<file path="src/rtl/pan_pkg.sv">
// Shared types and constants for the pan offset controller.
// Smooth panning is enabled by defining PAN_SMOOTH_EN.
package pan_pkg;

  typedef enum logic [1:0] {
    IDLE    = 2'd0,
    PENDING = 2'd1,
    MOVING  = 2'd2
  } pan_state_t;

  // Offset widths driven to the shift stage.
  localparam int H_OFF_W = 11;
  localparam int V_OFF_W = 10;

  // Target arithmetic width; wide enough for limit + max delta and min delta.
  localparam int CALC_W = 13;

  // Default legal windows (frame size minus 512-pixel viewport).
  localparam int H_LIMIT_DEF = 768;
  localparam int V_LIMIT_DEF = 208;
  localparam int STEP_DEF    = 4;

endpackage

</file>
<file path="src/rtl/pan_axis_stepper.sv">
// One axis of the pan controller: holds the clamped target and the
// displayed offset, and advances the offset on frame boundaries.
// With PAN_SMOOTH_EN defined the offset ramps by at most STEP per advance;
// otherwise it jumps straight to the target.
module pan_axis_stepper
  import pan_pkg::*;
#(
  parameter int W     = 11,
  parameter int LIMIT = 768,
  parameter int STEP  = 4
) (
  input  logic                     clk_i,
  input  logic                     rst_n_i,
  input  logic                     load_i,
  input  logic                     abs_i,
  input  logic signed [CALC_W-1:0] delta_i,
  input  logic                     advance_i,
  output logic [W-1:0]             offset_o,
  output logic                     at_target_o
);

  localparam logic signed [CALC_W-1:0] LIM_S = CALC_W'(LIMIT);

  // A non-positive step would never reach the target.
  if (STEP < 1) begin : g_step_chk
    $error("pan_axis_stepper: STEP must be at least 1");
  end

  logic [W-1:0]             tgt_q, tgt_d;
  logic [W-1:0]             off_q, off_d;
  logic signed [CALC_W-1:0] base;
  logic signed [CALC_W-1:0] sum;

  // Saturate a signed request into the legal window [0, LIMIT].
  function automatic logic [W-1:0] clamp(input logic signed [CALC_W-1:0] v);
    if (v < 0)
      return '0;
    else if (v > LIM_S)
      return W'(LIMIT);
    else
      return v[W-1:0];
  endfunction

  // New target: absolute value or current target plus delta, then clamped.
  always_comb begin
    base  = abs_i ? '0 : {{(CALC_W-W){1'b0}}, tgt_q};
    sum   = base + delta_i;
    tgt_d = load_i ? clamp(sum) : tgt_q;
  end

`ifdef PAN_SMOOTH_EN
  localparam logic signed [CALC_W-1:0] STEP_S = CALC_W'(STEP);

  logic signed [CALC_W-1:0] tgt_s;
  logic signed [CALC_W-1:0] off_s;
  logic signed [CALC_W-1:0] diff;
  logic [W-1:0]             step_nxt;

  // Move toward the target by at most STEP; land exactly when close enough.
  always_comb begin
    tgt_s = {{(CALC_W-W){1'b0}}, tgt_q};
    off_s = {{(CALC_W-W){1'b0}}, off_q};
    diff  = tgt_s - off_s;
    if (diff > STEP_S)
      step_nxt = off_q + W'(STEP);
    else if (diff < -STEP_S)
      step_nxt = off_q - W'(STEP);
    else
      step_nxt = tgt_q;
    off_d       = advance_i ? step_nxt : off_q;
    at_target_o = (step_nxt == tgt_q);
  end
`else
  // Jump straight to the target; an advance always lands.
  always_comb begin
    off_d       = advance_i ? tgt_q : off_q;
    at_target_o = 1'b1;
  end
`endif

  // Target and offset registers; reset clears both so the display starts at 0.
  always_ff @(posedge clk_i or negedge rst_n_i) begin
    if (!rst_n_i) begin
      tgt_q <= '0;
      off_q <= '0;
    end else begin
      tgt_q <= tgt_d;
      off_q <= off_d;
    end
  end

  assign offset_o = off_q;

endmodule

</file>
<file path="src/rtl/pan_offset_controller.sv">
// Pan offset controller: accepts relative/absolute pan commands over a
// valid/ready handshake and commits clamped h/v offsets only on frame
// boundaries (new_frame_in), so a displayed frame never tears.
// Define PAN_SMOOTH_EN to ramp offsets by at most STEP per frame per axis.
module pan_offset_controller
  import pan_pkg::*;
#(
  parameter int H_LIMIT = H_LIMIT_DEF,
  parameter int V_LIMIT = V_LIMIT_DEF,
  parameter int STEP    = STEP_DEF
) (
  input  logic                clk_pixel_in,
  input  logic                rst_n_in,
  input  logic                cmd_valid_in,
  output logic                cmd_ready_out,
  input  logic                cmd_abs_in,
  input  logic signed [11:0]  cmd_dx_in,
  input  logic signed [10:0]  cmd_dy_in,
  input  logic                new_frame_in,
  output logic [H_OFF_W-1:0]  h_offset_out,
  output logic [V_OFF_W-1:0]  v_offset_out,
  output logic                busy_out
);

  pan_state_t state_q;
  logic       ready_q;
  logic       busy_q;

  logic                     accept;
  logic                     advance;
  logic                     h_at, v_at;
  logic                     done;
  logic signed [CALC_W-1:0] dx_ext;
  logic signed [CALC_W-1:0] dy_ext;

  // ready_q is only ever high in IDLE, so it alone qualifies the transfer.
  assign accept  = cmd_valid_in && ready_q;
  // Frame pulses in IDLE must not touch the offsets.
  assign advance = new_frame_in && (state_q != IDLE);
  assign done    = h_at && v_at;

  assign dx_ext = {cmd_dx_in[11], cmd_dx_in};
  assign dy_ext = {{2{cmd_dy_in[10]}}, cmd_dy_in};

  pan_axis_stepper #(
    .W     (H_OFF_W),
    .LIMIT (H_LIMIT),
    .STEP  (STEP)
  ) u_h_axis (
    .clk_i       (clk_pixel_in),
    .rst_n_i     (rst_n_in),
    .load_i      (accept),
    .abs_i       (cmd_abs_in),
    .delta_i     (dx_ext),
    .advance_i   (advance),
    .offset_o    (h_offset_out),
    .at_target_o (h_at)
  );

  pan_axis_stepper #(
    .W     (V_OFF_W),
    .LIMIT (V_LIMIT),
    .STEP  (STEP)
  ) u_v_axis (
    .clk_i       (clk_pixel_in),
    .rst_n_i     (rst_n_in),
    .load_i      (accept),
    .abs_i       (cmd_abs_in),
    .delta_i     (dy_ext),
    .advance_i   (advance),
    .offset_o    (v_offset_out),
    .at_target_o (v_at)
  );

  // Control FSM with registered ready/busy outputs.
  always_ff @(posedge clk_pixel_in or negedge rst_n_in) begin
    if (!rst_n_in) begin
      state_q <= IDLE;
      ready_q <= 1'b0;
      busy_q  <= 1'b0;
    end else begin
      case (state_q)
        IDLE: begin
          if (accept) begin
            state_q <= PENDING;
            ready_q <= 1'b0;
            busy_q  <= 1'b1;
          end else begin
            ready_q <= 1'b1;
            busy_q  <= 1'b0;
          end
        end
        PENDING: begin
          if (new_frame_in) begin
            if (done) begin
              state_q <= IDLE;
              ready_q <= 1'b1;
              busy_q  <= 1'b0;
            end else begin
`ifdef PAN_SMOOTH_EN
              state_q <= MOVING;
`else
              state_q <= PENDING;
`endif
            end
          end
        end
`ifdef PAN_SMOOTH_EN
        MOVING: begin
          if (new_frame_in && done) begin
            state_q <= IDLE;
            ready_q <= 1'b1;
            busy_q  <= 1'b0;
          end
        end
`endif
        default: begin
          state_q <= IDLE;
          ready_q <= 1'b0;
          busy_q  <= 1'b0;
        end
      endcase
    end
  end

  assign cmd_ready_out = ready_q;
  assign busy_out      = busy_q;

endmodule

</file>
<file path="config.mk">
export PLATFORM = sky130hd
export DESIGN_NAME = pan_offset_controller
export DESIGN_NICKNAME = d
export VERILOG_FILES = /design/src/rtl/pan_pkg.sv /design/src/rtl/pan_axis_stepper.sv /design/src/rtl/pan_offset_controller.sv
export SDC_FILE = /design/constraint.sdc
export NUM_CORES = 1
export LEC_CHECK = 0
export BUFFER_PORTS_ARGS = -buffer_cell sky130_fd_sc_hd__buf_2
export CAP_MARGIN = 20
export CORE_AREA = 2 2 96 61
export CTS_BUF_LIST = sky130_fd_sc_hd__clkbuf_4
export CTS_CLUSTER_DIAMETER = 150
export CTS_CLUSTER_SIZE = 14
export DETAILED_ROUTE_END_ITERATION = 7
export DIE_AREA = 0 0 98 63
export PLACE_DENSITY = 0.81
export SLEW_MARGIN = 20
export SYNTH_ARGS = -nofsm -noshare
export SYNTH_HDL_FRONTEND = slang
export SYNTH_SLANG_ARGS = --single-unit
export TNS_END_PERCENT = 1
</file>
<file path="constraint.sdc">
create_clock -name clk_pixel_in -period 3.6 [get_ports clk_pixel_in]
set_clock_uncertainty 0.05 [all_clocks]
set_input_delay 0.72 -clock clk_pixel_in [delete_from_list [all_inputs] [get_ports clk_pixel_in]]
set_output_delay 0.72 -clock clk_pixel_in [all_outputs]
set_load 0.02 [all_outputs]
</file>
==> results of run 1 <==
[logic make-up after synthesis]
family | after synthesis | share of synthesized area
adders and majority gates | 23 | 0.101
xor gates and xnor gates | 11 | 0.0320
muxes | 22 | 0.0820
AOI/OAI and AO/OA | 85 | 0.221
and+or+nand+nor | 90 | 0.165
DFF | 45 | 0.375
buffers and inverters | 19 | 0.0246
[per-stage QoR]
| step | util | hold slack, ns | cell area (um2) | setup WS [ns] |
|---|---|---|---|---|
| floorplan | - | 0.374 | 3010 | 0.342 |
| global placement | 0.623 | 0.414 | 3320 | 0.212 |
| detailed placement | 0.623 | 0.419 | 3320 | 0.111 |
| CTS | 0.638 | 0.450 | 3400 | 0.473 |
| global route | 0.638 | 0.323 | 3400 | 0.202 |
| finish | 0.638 | 0.289 | 3400 | 0.429 |
[report_power, final]
part	switching, mW	internal (mW)	leakage, nW	total, mW
logic	0.506	0.381	1.13	0.887
clock network	0.160	0.144	0.0389	0.304
registers	0.103	0.649	0.593	0.752
[placed cells by master (no fill, tap or decap), types with 5 or more instances in the layout]
cell       n
buf_2     49
dfrtp_1   45
nor2b_1   22
ha_1      21
nor2_1    20
mux2_2    20
a21oi_1   15
nand2_1   11
inv_1     10
o21ai_0   10
a22o_1    10
o21a_1     8
nor3_1     7
and2_1     7
a21o_1     6
xnor2_1    6
nand2b_1   5
and3_1     5
xor2_1     5
clkbuf_4   5
[how the worst min path moves through the flow]
stage | from | depth (start not counted) | slack, ns | endpoint
finish | rst_n_in | 1 | 0.29 | u_v_axis.tgt_q[1]$_DFFE_PN0P_
global route | rst_n_in | 1 | 0.32 | u_h_axis.offset_o[1]$_DFFE_PN0P_
CTS | u_v_axis.offset_o[1]$_DFFE_PN0P_ | 2 | 0.45 | u_v_axis.offset_o[1]$_DFFE_PN0P_
detailed placement | u_v_axis.offset_o[1]$_DFFE_PN0P_ | 2 | 0.42 | u_v_axis.offset_o[1]$_DFFE_PN0P_
global placement | u_v_axis.offset_o[1]$_DFFE_PN0P_ | 2 | 0.41 | u_v_axis.offset_o[1]$_DFFE_PN0P_
floorplan | rst_n_in | 0 | 0.37 | busy_out$_DFFE_PN0P_
[worst reg2reg max path, stage by stage, from the launching register on]
cell      delay (ns)
dfrtp_1         0.43
nor2b_1         0.15
ha_1            0.22
fa_1            0.43
a211oi_2        0.29
o21ai_1         0.21
a21oi_1         0.28
o41ai_2         0.14
a311oi_4        0.41
and2_4          0.24
a31o_1          0.15
[flip-flops by register name (all words and copies together) (netlist names)]
| register | flops |
|---|---|
| busy_out | 1 |
| cmd_ready_out | 1 |
| u_h_axis.tgt_q | 11 |
| state_q | 1 |
| u_v_axis.offset_o | 10 |
| u_h_axis.offset_o | 11 |
| u_v_axis.tgt_q | 10 |
[per-layer routing]
layer | global-route usage | vias up
met2 | 0.329 | 91
met5 | 0 | -
li1 | - | 1197
met1 | 0.332 | 1191
met3 | 0.0492 | 8
met4 | 0.0417 | 0
[area by class of cell]
class / instances / area (um2) / share of cell area
multi-input combinational: 231 / 1810 / 0.531
sequential: 45 / 1130 / 0.331
timing repair buffer: 52 / 268 / 0.0787
tap: 69 / 86.3 / 0.0254
clock inverter: 3 / 41.3 / 0.0121
clock buffer: 5 / 37.5 / 0.0110
inverter: 10 / 37.5 / 0.0110
==> results.md, run 1 <==
- Hold/Removal Path Class: input port to asynchronous set/reset pin
- Effective utilization at floorplan: 0.564
- Setup Crit Path Kind: input port to flop
- Synth Instances: 295
- Vias per cell: about 6.0
- Via count: between 2000 and 2500
- H-tree depth: 2
- Vias in the first global route: between 2000 and 2500
- Async S/R FF share, synth: 1.00
- Post-CTS Setup Bufs: 0
- Sum Neg Setup Slack: 0 ns
- # clock sinks: 45
- Final Hold Fails: 0
- Fill count: 452
- CP Cell Sequence: buf_2 > nor2b_1 > ha_1 > fa_1 > a211oi_2 > o21ai_1 > a21oi_1 > o41ai_2 > a311oi_4 > and2_4 > a31o_1
- Kind of cell adding the most delay to the critical path: compound AO/OA/AOI/OAI gates
- Synth Flop Type: dfrtp_1
- CP Data Required Time: 3.84 ns
- Yosys cell types: 59
- CP endpoint kind: flop
- Seq/Total Area, Yosys: 0.375
- Synth warn: 0
- Peak VDD IR: ~0.25 mV
- Cell count of the worst reg-to-reg path: 10
- Total routed wirelength: roughly 6.6 mm
- Count leader, synth: dfrtp_1
- Result of the run: complete, no violations
- Net count, final: 396
- Post-cts resize count: 0
- Area Overhead vs Synth: 13.2%
- RSZ-0062 raised after global routing: no
- Num rows: 21
- R2R Setup Slk: 0.54 ns
- Setup violators final: 0
- Grt ovf: 0
- Critical path startpoint category: input port
- Core area: 0.00533 mm2
- DRT iter0 DRCs: 150
- DRT met1 WL: 3.36 mm
- Max Root-Sink Buffers: 2
- GPL Wtd Cong: 0.901
- Root Driver: clkbuf_4
- Max_cap viols: 0
- CP Buf/Inv Count: 1
- Most frequent cells after synthesis: dfrtp_1, nor2b_1, ha_1
- Antenna violations before repair: 0
- Worst-path fanout max: 13
- Full die area: around 0.0062 mm2
- Antenna-violating nets left: 0
- Clock Latency Late Sink: between 0.3 and 0.4 ns
- Top-area cell type share of the netlist area: 0.375
- Synth Cell Area: ~0.003 mm2
- Tmin final: between 3 and 4 ns
- Post-synth EDFFs: 0
- PwrDens: 571 mW/mm2
- Part of the cycle the worst path needs: 0.881
- Count of final max-slew check failures: 0
- Final HPWL DP: 5.14 mm
- Detailed Routing Iterations Pass 1: 5
- Layout cell share with drive strength beyond 1: 0.254
- Worst R2R Start: u_h_axis.tgt_q[0]$_DFFE_PN0P_
- Layout Cells excl Fill: 415
- Max Used Layer: met4
- Crit path DAT: 3.41 ns
- Hold-fix buffers, CTS: 0
- Leak pwr: approximately 1.8 nW
- Antenna Cells: 0
- Power, Total: between 1.5 and 2 mW
- Critical path origin: cmd_abs_in
- Drt drc: 0
- F_max: 315 MHz
- Die height: 63 um
- Met3 wire len: 386 um
- First-pass GRT wire length: 10.9 mm
- Slew HR: 0.379
- Worst-margin pin slew: 0.930 ns
- Slowest Stage Delay on Critical Path: approximately 0.43 ns
- Number of synthesized register bits: 45
- CP max-delay cell: fa_1
- CP Capture Point: u_h_axis.tgt_q[3]$_DFFE_PN0P_
- Buffers added on ports: 50
- Die Wd: 98 um
- Routed met2 length: 2.84 mm
- Synth Area per Inst: ~10 um2
- R2r endpoint: u_h_axis.tgt_q[3]$_DFFE_PN0P_
- Num CTS Buffers: 5
- Crit path depth: 11
- Largest area contributor in the netlist: dfrtp_1
- Drt wl/cell: 16.0 um
- Mapped Nets: 346
- Area contributors post-synth: dfrtp_1, ha_1, mux2_2, nor2b_1, a22o_1
- Tot GR Track Use: 0.221
- Post-Place Cells: about 410
- CTS tree: yes
- IO Count: about 50
- Largest net degree at the start of global routing: 46
- Clock transition at the registers of the reported paths: 0.13 ns
Power figures use the tool's default switching activity.
==> run 2, diff against run 1 <==
==> constraint.sdc (replaced) <==
create_clock -name clk_pixel_in -period 3.6 [get_ports clk_pixel_in]
set_clock_uncertainty 0.05 [all_clocks]
set_input_delay 0.18 -clock clk_pixel_in [delete_from_list [all_inputs] [get_ports clk_pixel_in]]
set_output_delay 0.18 -clock clk_pixel_in [all_outputs]
set_load 0.02 [all_outputs]
==> results.md, run 2 (synthesized netlist as in run 1, its figures left out) <==
- Max_cap viols: 0
- Tot GR Track Use: 0.229
- Part of the cycle the worst path needs: 0.840
- Max Root-Sink Buffers: 2
- Worst-path fanout max: 7
- CP Capture Point: u_h_axis.tgt_q[6]$_DFFE_PN0P_
- Hold-fix buffers, CTS: 2
- Die Wd: 98 um
- Detailed Routing Iterations Pass 1: 4
- R2R Setup Slk: ~0.58 ns
- Peak VDD IR: 0.333 mV
- Hold/Removal Path Class: input port to flop
- Result of the run: complete, no violations
- Critical path origin: u_h_axis.tgt_q[0]$_DFFE_PN0P_
- Drt drc: 0
- Vias in the first global route: around 2300
- CP Data Required Time: just under 4 ns
- Final Core Density: 0.638
- Sum Neg Setup Slack: 0 ns
- Worst R2R Start: u_h_axis.tgt_q[0]$_DFFE_PN0P_
- H-tree depth: 2
- Final Hold Fails: 0
- Layout cell share with drive strength beyond 1: 0.249
- Buffers added on ports: 50
- Critical path startpoint category: flop
- Tmin final: 3.02 ns
- IO Count: 51
- Total routed wirelength: between 6 and 7 mm
- Num CTS Buffers: 5
- Effective utilization at floorplan: 0.564
- GPL Wtd Cong: between 0.8 and 0.9
- Num rows: 21
- Final hold slack: 0.148 ns
- Post-CTS Setup Bufs: 0
- Area Overhead vs Synth: 13.2%
- Largest net degree at the start of global routing: 46
- Via count: 2480
- Clock transition at the registers of the reported paths: 0.13 ns
- Die height: 63 um
- R2r endpoint: u_h_axis.tgt_q[6]$_DFFE_PN0P_
- Fill count: 454
- CP endpoint kind: flop
- Worst-margin pin slew: 0.900 ns
- Setup violators final: 0
- CTS tree: yes
- Most common cell after layout, fill and taps aside: buf_2
- RSZ-0062 raised after global routing: no
- F_max: 331 MHz
- Antenna Cells: 0
- Full die area: between 0.006 and 0.007 mm2
- Net count, final: 396
- Count of final max-slew check failures: 0
- Final HPWL DP: between 5 and 6 mm
- Post-cts resize count: 0
- Root Driver: clkbuf_4
- Power, Total: 1.95 mW
- First-pass GRT wire length: 11.4 mm
- DRT iter0 DRCs: 181
- Leak pwr: 1.76 nW
- PwrDens: 572 mW/mm2
- Core area: approximately 0.0053 mm2
- Most frequent cells in the layout: buf_2, dfrtp_1, nor2b_1
- Cell count of the worst reg-to-reg path: 10
- Setup Crit Path Kind: flop to flop
- Antenna-violating nets left: 0
- Vias per cell: between 5 and 6
- Slew HR: 0.399
- Grt ovf: 0
- # clock sinks: 45
- Crit path DAT: 3.28 ns
- Clock Latency Late Sink: 0.36 ns
- Antenna violations before repair: 0
- Drt wl/cell: 16.2 um
[run 2: how the worst min path moves through the flow]
stage	startpoint	to	slack, ns	depth (start not counted)
finish	cmd_dy_in[0]	u_v_axis.tgt_q[0]$_DFFE_PN0P_	0.15	3
global route	cmd_dy_in[0]	u_v_axis.tgt_q[0]$_DFFE_PN0P_	0.13	3
CTS	cmd_dy_in[0]	u_v_axis.tgt_q[0]$_DFFE_PN0P_	0.14	3
detailed placement	rst_n_in	u_v_axis.offset_o[3]$_DFFE_PN0P_	0.33	1
global placement	rst_n_in	u_v_axis.offset_o[3]$_DFFE_PN0P_	0.32	1
floorplan	rst_n_in	busy_out$_DFFE_PN0P_	-0.17	0
[run 2: where the power goes]
| group | internal, mW | leakage (nW) | switching, mW |
|---|---|---|---|
| registers | 0.649 | 0.593 | 0.103 |
| clock network | 0.141 | 0.0410 | 0.161 |
| logic | 0.382 | 1.13 | 0.511 |
| total | 1.17 | 1.76 | 0.775 |
[run 2: routing by layer]
metal  part of all wire  wire (um)  track usage  vias up
met5                  0          0            0        -
met4              0.010         68       0.0556        0
met3              0.064        426       0.0481       10
met2               0.42       2810        0.321       82
met1               0.51       3380        0.358     1186
li1                   -          -            -     1202
[run 2: final cells by class]
class                      count  area, um2  area share
clock buffer                   5       37.5      0.0110
clock inverter                 2       35.0      0.0103
inverter                      10       37.5      0.0110
multi-input combinational    231       1810       0.531
sequential                    45       1130       0.331
tap                           69       86.3      0.0254
timing repair buffer          52        273      0.0802
[run 2: metrics by stage]
| step | instances | instance area, um2 | setup WS [ns] |
|---|---|---|---|
| 6_report | 414 | 3400 | 0.576 |
| 5_1_grt | 414 | 3400 | 0.351 |
| 4_1_cts | 414 | 3400 | 0.603 |
| 3_5_place_dp | 405 | 3310 | 0.539 |
| 3_3_place_gp | 405 | 3310 | 0.657 |
| 2_1_floorplan | 295 | 3010 | 0.882 |
[run 2: worst max-delay path, cell delays in order (launching register included)]
cell and delay [ns]:
dfrtp_1 0.42, nor2b_1 0.14, ha_1 0.22, fa_1 0.42, a211oi_2 0.30, o21ai_1 0.22
a21oi_1 0.27, o41ai_2 0.14, a311oi_4 0.40, and2_4 0.24, a22o_1 0.14
